### src/rtl/shacore_pkg.sv
// Shared SHA-256 core definitions: word type, hash state layout and byte-swap helper.
package shacore_pkg;

  localparam int WORDS_PER_HASH = 8;

  typedef logic [31:0] word_t;

  typedef struct packed {
    word_t a;
    word_t b;
    word_t c;
    word_t d;
    word_t e;
    word_t f;
    word_t g;
    word_t h;
  } HashState;

  function automatic word_t bswap32(input word_t w);
    return {w[7:0], w[15:8], w[23:16], w[31:24]};
  endfunction

endpackage

### src/rtl/serial_target_check_word_le_step.sv
// One step of the serial H <= T comparison: byte-swap the incoming word and fold it
// into the running less-or-equal flag, lower words having already been folded in.
module word_le_step
  import shacore_pkg::*;
(
  input  word_t data,
  input  word_t target,
  input  logic  le_in,
  output logic  le_out
);

  word_t swapped;

  assign swapped = bswap32(data);
  // A higher word decides outright; equality defers to the lower words' verdict.
  assign le_out  = (swapped < target) | ((swapped == target) & le_in);

endmodule

### src/rtl/serial_target_check.sv
// Consumes a serialized SHA-256 state, compares the byte-swapped 256-bit hash against
// a captured difficulty target and reports hit/nonce once per hash, plus a hit counter.
module serial_target_check
  import shacore_pkg::*;
#(
  parameter int WORDS = WORDS_PER_HASH,
  parameter int LEAD  = 1
) (
  input  logic               clk,
  input  logic               rst,
  input  logic               start_i,
  input  logic [31:0]        nonce_i,
  input  logic [WORDS*32-1:0] target_i,
  input  logic [31:0]        data_i,
  output logic               busy_o,
  output logic               result_valid_o,
  output logic               hit_o,
  output logic [31:0]        nonce_o,
  output logic [15:0]        hits_o
);

  localparam int IW = $clog2(WORDS);
  localparam int LW = (LEAD > 2) ? $clog2(LEAD) : 1;

  typedef enum logic [1:0] {
    S_IDLE,
    S_LEAD,
    S_COLLECT,
    S_DONE
  } state_t;

  state_t              state_q, state_n;
  logic [IW-1:0]       idx_q, idx_n;
  logic [LW-1:0]       lead_q, lead_n;
  logic                le_q, le_n, le_step;
  logic [WORDS*32-1:0] target_q, target_n;
  logic [31:0]         nonce_cap_q, nonce_cap_n;
  logic                busy_n, valid_n, hit_n;
  logic [31:0]         nonce_out_n;
  logic [15:0]         hits_n;

  word_le_step u_step (
    .data   (data_i),
    .target (target_q[{idx_q, 5'd0} +: 32]),
    .le_in  (le_q),
    .le_out (le_step)
  );

  always_comb begin
    // NOTE: every signal gets a default first so no path through the case leaves it
    // unassigned, which would otherwise infer a latch.
    state_n     = state_q;
    idx_n       = idx_q;
    lead_n      = lead_q;
    le_n        = le_q;
    target_n    = target_q;
    nonce_cap_n = nonce_cap_q;
    hit_n       = hit_o;
    nonce_out_n = nonce_o;
    hits_n      = hits_o;

    if (start_i) begin
      // A start in any state aborts whatever is in flight and begins afresh.
      target_n    = target_i;
      nonce_cap_n = nonce_i;
      idx_n       = '0;
      le_n        = 1'b1;
      lead_n      = LW'(LEAD - 2);
      state_n     = (LEAD > 1) ? S_LEAD : S_COLLECT;
    end else begin
      case (state_q)
        S_IDLE: ;
        S_LEAD: begin
          if (lead_q == '0) state_n = S_COLLECT;
          else              lead_n  = lead_q - 1'b1;
        end
        S_COLLECT: begin
          le_n = le_step;
          if (idx_q == IW'(WORDS - 1)) begin
            state_n     = S_DONE;
            hit_n       = le_step;
            nonce_out_n = nonce_cap_q;
            if (le_step && hits_o != 16'hFFFF) hits_n = hits_o + 16'd1;
          end else begin
            idx_n = idx_q + 1'b1;
          end
        end
        S_DONE:  state_n = S_IDLE;
        default: state_n = S_IDLE;
      endcase
    end

    // Outputs are decoded from the next state so they leave the design as flops.
    busy_n  = (state_n == S_LEAD) || (state_n == S_COLLECT);
    valid_n = (state_n == S_DONE);
  end

  always_ff @(posedge clk) begin
    // NOTE: non-blocking assignments make every flop sample pre-edge values, so the
    // order of these statements does not matter.
    if (rst) begin
      state_q        <= S_IDLE;
      idx_q          <= '0;
      lead_q         <= '0;
      le_q           <= 1'b0;
      target_q       <= '0;
      nonce_cap_q    <= '0;
      busy_o         <= 1'b0;
      result_valid_o <= 1'b0;
      hit_o          <= 1'b0;
      nonce_o        <= '0;
      hits_o         <= '0;
    end else begin
      state_q        <= state_n;
      idx_q          <= idx_n;
      lead_q         <= lead_n;
      le_q           <= le_n;
      target_q       <= target_n;
      nonce_cap_q    <= nonce_cap_n;
      busy_o         <= busy_n;
      result_valid_o <= valid_n;
      hit_o          <= hit_n;
      nonce_o        <= nonce_out_n;
      hits_o         <= hits_n;
    end
  end

endmodule

### config.mk
export PLATFORM = sky130hd
export DESIGN_NAME = serial_target_check
export DESIGN_NICKNAME = d
export VERILOG_FILES = /design/src/rtl/shacore_pkg.sv /design/src/rtl/serial_target_check_word_le_step.sv /design/src/rtl/serial_target_check.sv
export SDC_FILE = /design/constraint.sdc
export NUM_CORES = 1
export LEC_CHECK = 0
export CORE_ASPECT_RATIO = 1.5
export CORE_MARGIN = 2
export CORE_UTILIZATION = 50
export DETAILED_ROUTE_END_ITERATION = 12
export DONT_BUFFER_PORTS = 1
export GPL_TIMING_DRIVEN = 0
export PLACE_DENSITY = 0.77
export SETUP_SLACK_MARGIN = 0.2
export SLEW_MARGIN = 15
export SYNTH_ARGS = -nofsm -noshare
export SYNTH_HDL_FRONTEND = slang
export SYNTH_SLANG_ARGS = --single-unit
### constraint.sdc
create_clock -name clk -period 12.8 [get_ports clk]
set_input_delay 3.2 -clock clk [delete_from_list [all_inputs] [get_ports clk]]
set_output_delay 3.2 -clock clk [all_outputs]
set_load 0.02 [all_outputs]
==> results.cfg, run 1 <==
[cells_and_area]
final_cell_mix = dfxtp_1, mux2i_1, nor2_1
final_core_utilization_pct = 56.3
fill_cells = 2525
layout_commonest_cell = dfxtp_1
area_growth_pct = 11.6
multi_input_area_um2 = 7510
layout-drive-gt1-share_pct = 9.22
seq_area_um2 = 6930
fin_nets = 1800

[logic_synthesis]
ys_ff_latch = 346
synthArstFlopShare_pct = 0
synth_area_um2 = 14800
syn_nets = 1763
ys_types = 39
syn_inst = 1404
synth_xor_xnor_area_share_pct = 0.354
synthSimpleGateAreaFrac_pct = 12.7
synth-adder-area-share_pct = 3.04
postSynthAreaPerCell_um2 = 10.6
synth_edf_count = 0
synth_top_family_by_area = multiplexers
synthMuxAreaShare_pct = 31.8
synthFlopType = dfxtp_1
synth-compound-area-share_pct = 2.77
yosysSeqAreaShare_pct = 46.7
ys_warn_count = 0

[route]
wirelength_mm = 45.1
ant_nets = 0
route.detailed.drc = 0
vias_per_cell = 5.74
wire_per_inst_um = 24.2
drt_iter0_drc = 478
drtPass1Iterations = 5
vias = 10700

[critical_path]
setup.worst_path.start = data_i[19]
worst_setup_path_start_kind = primary input
cp.required_ps = 13200
worstPathMaxFanout = 10
crit_chain = ha_1, nand4_1, nor3_1, o21ai_0, a311oi_2, nor3_1, buf_2, nand3_1, mux2_2
critical-path-max-stage-delay_ps = 700
r2r_start = idx_q[0]
arrival_ps = 5920
crit_top_cell = nor3_1
cp-end-kind = register
crit_type = primary input to register
slowest_stage = a311oi_2

[clocking]
post_cts_buffers = 0
clkTransAtPathRegs_ps = 70
post_cts_resize_count = 0
tritoncts = done
clockBufferDepth = 3
cts_sinks = 346
cts_htree_levels = 2
clockRootBuffer = clkbuf_16
numCtsBuffers = 35
ctsHoldBuffers = 0
clk_latency_ps = 530

[floorplan]
rows = 77
fp.coreArea_um2 = 29400
initial_core_util_pct = 50.5
dieArea_um2 = 31100
ios = 374
die_y_um = 215
fp.dieW_um = 145

[timing]
fin_skew_ps = 20.3
final_max_slew_viol_count = 0
setup_ws_ps = 7280
fin_tns_setup_ps = 0
rsz0062_at_grt = false
slew_headroom_pct = 24.8
post-route-min-period_ps = 5520
timing.final.crit_share_pct = 43.1
fmax_mhz = 181
worst_slew_pin_slew_ps = 1130
setup_viol = 0
hold_viol_final = 0

[power]
ir_drop_mv = 0.131
cellPowerDensity_nw_per_um2 = 149
power.total_uw = 2460
power.leakage_uw = 0.00676

[grt]
overflow = 0
grt_pass1_vias = 11300
grt_pass1_wl_mm = 65.8
grt_max_degree = 16
antenna_found_initial = 8
gr-usage-all-layers_pct = 28.6

[place]
hpwlAfterDp_mm = 35.5
place_ws_ps = 6780
place_congestion = 0.892
portBuffers = 0

[job]
maxCapViolCount = 0

[hold_path]
hp-start = nonce_cap_q[19]
holdCritPathClass = register to register

[outcome]
status = complete, no violations
## path summary, 6_finish.rpt
kind	cells past startpoint	slack, ps	end
worst min register to register	2	450	nonce_o[19]
worst min-delay path	2	450	nonce_o[19]
worst max register to register	13	7370	hits_o[12]
worst max-delay path	9	7280	hits_o[12]
## final cells by class
type / instances / share of cell area, %
antenna: 8 / 0.121
buffer: 99 / 2.30
clock buffer: 47 / 6.12
clock inverter: 14 / 1.19
inverter: 2 / 0.0453
multi-input combinational: 957 / 45.4
sequential: 346 / 41.8
tap: 395 / 2.99
## stage by stage
step | instance area [um^2] | hold slack, ps | std cells
CTS | 16500 | 452 | 1860
global placement | 15300 | 434 | 1799
global route | 16500 | 467 | 1864
detailed placement | 15300 | 443 | 1799
finish | 16600 | 451 | 1868
floorplan | 14800 | 431 | 1404
## cells in the mapped netlist, types with 3 or more instances
cell      instances  area share [%]
a21oi_1          51             1.7
and3_1            3            0.13
and4_1            3            0.18
buf_1            39            0.99
clkbuf_1         58             1.5
dfxtp_1         346              47
ha_1             36             3.0
mux2_2            5            0.38
mux2i_1         322              22
mux4_2           64             9.7
nand2_1          77             1.9
nand2b_1          6            0.25
nand3_1          10            0.34
nand3b_1          4            0.20
nand4_1          12            0.51
nor2_1          309             7.8
nor2b_1          10            0.42
nor3_1            9            0.30
nor4_1            3            0.13
o21ai_0           7            0.24
xnor2_1           6            0.35
## per-layer routing
metal | GRT usage [%] | share of wire (%) | up-vias
li1 | - | - | 4979
met1 | 28.8 | 34 | 5175
met2 | 50.9 | 51 | 438
met3 | 9.85 | 9.2 | 135
met4 | 15.4 | 5.6 | 4
met5 | 0 | 0.066 | -
## critical path: cells and delay by family
| kind | cells | cell delay (ps) |
|---|---|---|
| buffers and inverters | 1 | 250 |
| muxes | 1 | 330 |
| adders and majority gates | 1 | 290 |
| and+or+nand+nor | 4 | 930 |
| AOI/OAI and AO/OA | 2 | 910 |
## sequential cells by signal, indices dropped and copies added, names as in the netlist
register,count
result_valid_o,1
nonce_cap_q,32
le_q,1
hit_o,1
state_q,2
idx_q,3
target_q,256
nonce_o,32
lead_q,1
hits_o,16
busy_o,1
## cells by family after synthesis
family,after synthesis
flip-flops,346
AO/OA/AOI/OAI,71
XOR/XNOR,6
buffers and inverters,101
multiplexers,391
AND/OR/NAND/NOR,453
adder cells (fa/ha/maj),36
## power breakdown
group,internal [uW],switching (uW)
combinational,102,123
clock,641,435
sequential,1130,29.6
Power figures use the tool's default switching activity.
==> run 2, diff against run 1 <==
clock period = 5.6 ns   (was 12.8 ns; I/O delays follow)
==> results.cfg, run 2 (synthesized netlist as in run 1, its figures left out) <==
[grt]
grt_pass1_vias = 11300
gr-usage-all-layers_pct = 28.6
overflow = 0
grt_pass1_wl_mm = 65.8
grt_max_degree = 16
antenna_found_initial = 8

[clocking]
numCtsBuffers = 35
cts_htree_levels = 2
cts_sinks = 346
ctsHoldBuffers = 0
clockBufferDepth = 3
clockRootBuffer = clkbuf_16
clk_latency_ps = 530
tritoncts = done
clkTransAtPathRegs_ps = 60

[cells_and_area]
fill_cells = 2526
layout-drive-gt1-share_pct = 9.62
layout_commonest_cell = dfxtp_1
seq_area_um2 = 6930
reg.largest.list = target_q: 256 flops, nonce_cap_q: 32 flops, nonce_o: 32 flops
final_cell_mix = dfxtp_1, mux2i_1, nor2_1
largest-register = target_q
largest_reg_flops = 256
multi_input_area_um2 = 7510
finalNonFillerCells = 1867
fin_nets = 1800
area_growth_pct = 11.7

[hold_path]
holdCritPathClass = register to register
min_path_cells = 2
whs_endpoint = nonce_o[11]
hp-start = nonce_cap_q[11]

[job]
maxCapViolCount = 0

[route]
vias_per_cell = 5.73
route.detailed.drc = 0
wirelength_mm = 45.2
routed.top_layer = met5
vias = 10700
wl_met2_mm = 23.2
wl_met1_mm = 15.3
drtPass1Iterations = 6
ant_nets = 0
drt_iter0_drc = 448
wire_per_inst_um = 24.2
wl_met3_mm = 4.18

[power]
switchingPower_uw = 1340
seqPwrFrac_pct = 47.2
combPwrFrac_pct = 9.1
ir_drop_mv = 0.300
p_int_uw = 4290
cellPowerDensity_nw_per_um2 = 340
power.leakage_uw = 0.00678
switching_share_pct = 23.8
clockPowerShare_pct = 43.7

[critical_path]
rrSetupSlack_ps = 630
r2r_start = idx_q[1]
critical_path.top_delay_family = buffers and inverters
crit_chain = clkbuf_1, clkbuf_1, mux4_2, mux2i_1, ha_1, a21oi_1, nand3_1, a221oi_1, a311oi_2, nor3_1, buf_2, nand3_1, mux2_2
rr_worst_depth = 13
cp-end-kind = register
setup.worst_path.start = idx_q[1]
slowest_stage = clkbuf_1
worstPathMaxFanout = 10
cp.required_ps = 6000
arrival_ps = 5370
worst_setup_path_start_kind = register
critical-path-max-stage-delay_ps = 710
cp.buffers_inverters = 3
r2r-end = hits_o[12]
crit_type = register to register

[floorplan]
ios = 374
dieArea_um2 = 31100
rows = 77
initial_core_util_pct = 50.5
fp.dieW_um = 145
fp.coreArea_um2 = 29400
die_y_um = 215

[place]
portBuffers = 0
placedCellCount = 1799
hpwlAfterDp_mm = 35.5
place_congestion = 0.892

[timing]
setup_viol = 0
slew_headroom_pct = 28.0
final_max_slew_viol_count = 0
rsz0062_at_grt = false
worst_slew_pin_slew_ps = 1080
fin_tns_setup_ps = 0
hold_viol_final = 0
fin_skew_ps = 19.4
timing.final.crit_share_pct = 88.7
fmax_mhz = 201
post-route-min-period_ps = 4970

[outcome]
status = complete, no violations
## run 2: changes by cell type in the layout (fill, tap and decap cells not counted), sizes merged
cell	change
clkbuf	+5
diode	-1
buf	-5
## run 2: per-layer routing
layer  up-vias  global-route usage (%)
met5         -                       0
met4         4                    15.4
met3       125                    9.85
met2       431                    50.9
met1      5158                    28.8
li1       4977                       -
## run 2: through the flow
| step | cell area, um^2 | total power, uW | util (%) | hold WS [ps] | setup slack, ps |
|---|---|---|---|---|---|
| floorplan | 14800 | 3080 | - | 431 | 1570 |
| global placement | 15300 | 3200 | 52.1 | 434 | 271 |
| detailed placement | 15300 | 3220 | 52.1 | 443 | 224 |
| CTS | 16500 | 5660 | 56.3 | 452 | 206 |
| global route | 16600 | 5820 | 56.3 | 467 | 395 |
| finish | 16600 | 5630 | 56.4 | 453 | 634 |
## run 2: final cells by class
type	instances	area share [%]
Buffer	99	2.34
Sequential cell	346	41.8
Clock inverter	14	1.19
Multi-Input combinational cell	957	45.4
Tap cell	395	2.98
Antenna cell	7	0.106
Inverter	2	0.0453
Clock buffer	47	6.12
## run 2: tightest hold or removal path: stages, from the launching register on
cell and delay, ps:
dfxtp_1 310, nand2_1 50, a21oi_1 50
## run 2: timing repair
item | in CTS | in global routing
buffers inserted | 0 | 0
hold endpoints to repair | 0 | 0
setup endpoints to repair | 1 | 12
resized for setup | 1 | 12
## run 2: worst max-delay path by stage
stage                      end  slack (ps)  cells after the start
detailed placement  hits_o[12]         220                     13
global route        hits_o[12]         400                     13
finish              hits_o[12]         630                     13
floorplan           hits_o[13]        1570                     13
global placement    hits_o[12]         270                     13
CTS                 hits_o[12]         210                     13
## run 2: power by group through the flow
stage                     Sequential, uW  Clock, uW  Combinational (uW)
after floorplan                     2680          0                 393
after global placement              2700          0                 497
after detailed placement            2710          0                 515
after CTS                           2650       2490                 518
after global routing                2670       2590                 563
final                               2650       2460                 514
==> run 3, diff against run 2 <==
ABC_AREA = 1   (was default)
CORE_ASPECT_RATIO = 1.25   (was 1.5)
clock period = 5.4 ns   (was 5.6 ns; I/O delays follow)
==> results.cfg, run 3 <==
[power]
power.total_uw = 6230
power.leakage_uw = 0.00665
cellPowerDensity_nw_per_um2 = 371
ir_drop_mv = 0.297

[clocking]
post_cts_resize_count = 0
numCtsBuffers = 36
tritoncts = done
cts_sinks = 346
cts_htree_levels = 2
clk_latency_ps = 540
post_cts_buffers = 0
ctsHoldBuffers = 0
clkTransAtPathRegs_ps = 70
clockBufferDepth = 3
clockRootBuffer = clkbuf_16

[timing]
setup_viol = 0
timing.hold.ws_ps = 460
rsz0062_at_grt = false
worst_slew_pin_slew_ps = 834
hold_viol_final = 0
timing.final.crit_share_pct = 85.7
fmax_mhz = 216
fin_skew_ps = 11.2
post-route-min-period_ps = 4630
slew_headroom_pct = 44.4
final_max_slew_viol_count = 0
fin_tns_setup_ps = 0
setup_ws_ps = 771

[logic_synthesis]
syn_nets = 2449
synth_xor_xnor_area_share_pct = 0.763
yosysSeqAreaShare_pct = 46.4
synth-compound-area-share_pct = 21.1
synth_top_area_share_pct = 46.4
synth_area_um2 = 14900
synthFlopType = dfxtp_1
ys_top_cells_by_count = nor2_1, o21ai_0, dfxtp_1
postSynthAreaPerCell_um2 = 7.14
synthTopCellsByArea = dfxtp_1, nor2_1, o21ai_0, clkbuf_1, nand2_1
ys_types = 30
syn_inst = 2090
synthArstFlopShare_pct = 0
synth-adder-area-share_pct = 3.02
synth_area_leader_cell = dfxtp_1
synth_top_family_by_area = simple AND/OR/NAND/NOR gates
synth_most_common_cell = nor2_1
ys_warn_count = 0
synthSimpleGateAreaFrac_pct = 23.7
synthMuxAreaShare_pct = 0
ys_ff_latch = 346
synth_edf_count = 0

[floorplan]
fp.coreArea_um2 = 29300
ios = 374
die_y_um = 197
initial_core_util_pct = 50.9
fp.dieW_um = 159
dieArea_um2 = 31200
rows = 70

[route]
wire_per_inst_um = 21.2
drtPass1Iterations = 5
drt_iter0_drc = 1470
vias = 14800
route.detailed.drc = 0
ant_nets = 0
vias_per_cell = 5.80
wirelength_mm = 54.2

[place]
place_congestion = 0.995
hpwlAfterDp_mm = 41.7
portBuffers = 0
place_ws_ps = 718

[hold_path]
whs_endpoint = nonce_o[29]
hp-start = nonce_cap_q[29]
min_path_cells = 2
holdCritPathClass = register to register

[critical_path]
cp.required_ps = 5860
crit_type = register to register
cp-end-kind = register
worstPathMaxFanout = 10
setup.worst_path.start = idx_q[0]
r2r_start = idx_q[0]
r2r-end = hits_o[10]
rrSetupSlack_ps = 770
arrival_ps = 5090
worst_setup_path_start_kind = register
rr_worst_depth = 16

[job]
maxCapViolCount = 0

[grt]
grt_pass1_wl_mm = 79.5
grt_pass1_vias = 14200
overflow = 0
gr-usage-all-layers_pct = 33.7
antenna_found_initial = 3
grt_max_degree = 15

[cells_and_area]
layout-drive-gt1-share_pct = 3.90
layout_commonest_cell = nor2_1
reg.largest.list = target_q: 256 flops, nonce_cap_q: 32 flops, nonce_o: 32 flops
largest-register = target_q
fin_nets = 2487
largest_reg_flops = 256
area_growth_pct = 12.5
fill_cells = 2810
final_cell_mix = nor2_1, o21ai_0, dfxtp_1

[outcome]
status = complete, no violations
run 3: final cells by class:
| class | instances | area, um^2 | area share [%] |
|---|---|---|---|
| multi-input cells | 1549 | 7250 | 43.2 |
| flip-flops and latches | 346 | 6930 | 41.3 |
| clock buffers | 54 | 1130 | 6.74 |
| plain buffers | 162 | 622 | 3.71 |
| well taps | 396 | 495 | 2.95 |
| clock inverters | 11 | 228 | 1.36 |
| inverters | 33 | 124 | 0.738 |
| diodes | 3 | 7.51 | 0.0447 |
run 3: cells by family (layout without fill, tap and decap cells):
family          Yosys count  count (layout)
compound gates          588             588
xor+xnor                 13              13
fa+ha+maj                36              36
buf+inv                 195             260
flops                   346             346
other cells               0               3
simple gates            912             912
run 3: where the power goes:
part           total [uW]  switching (uW)  leakage (uW)  internal, uW
sequential           2790            84.7       0.00286          2710
clock                2810            1070      0.000667          1740
combinational         629             434       0.00312           194
total                6230            1590       0.00665          4640
run 3: through the flow:
| step | std cells | cell area (um^2) | util [%] |
|---|---|---|---|
| detailed placement | 2486 | 15400 | 52.5 |
| floorplan | 2090 | 14900 | - |
| CTS | 2551 | 16800 | 57.2 |
| global route | 2554 | 16800 | 57.2 |
| finish | 2554 | 16800 | 57.2 |
| global placement | 2486 | 15400 | 52.5 |
run 3: worst max path at each step:
stage	endpoint	slack, ps
floorplan	hits_o[13]	2490
global placement	hits_o[9]	750
detailed placement	hits_o[10]	720
CTS	hits_o[10]	700
global route	hits_o[14]	390
finish	hits_o[10]	770
run 3: metal layers:
layer | track usage, % | routed length (um)
met1 | 38.3 | 19800
met2 | 56.9 | 25200
met3 | 9.10 | 5650
met4 | 18.8 | 3550
met5 | 0 | 0
run 3: worst max-delay path: stages (launching register included):
cell and delay (ps):
dfxtp_1 410, buf_2 270, clkbuf_1 460, clkbuf_1 440
nor2_1 130, o221ai_1 400, o21ai_0 170, ha_1 330
nand2_1 70, nor3_1 610, nand2_1 100, nor2_1 150
nand4_1 110, nand2_2 280, buf_2 300, nand4_1 130
a21oi_2 170
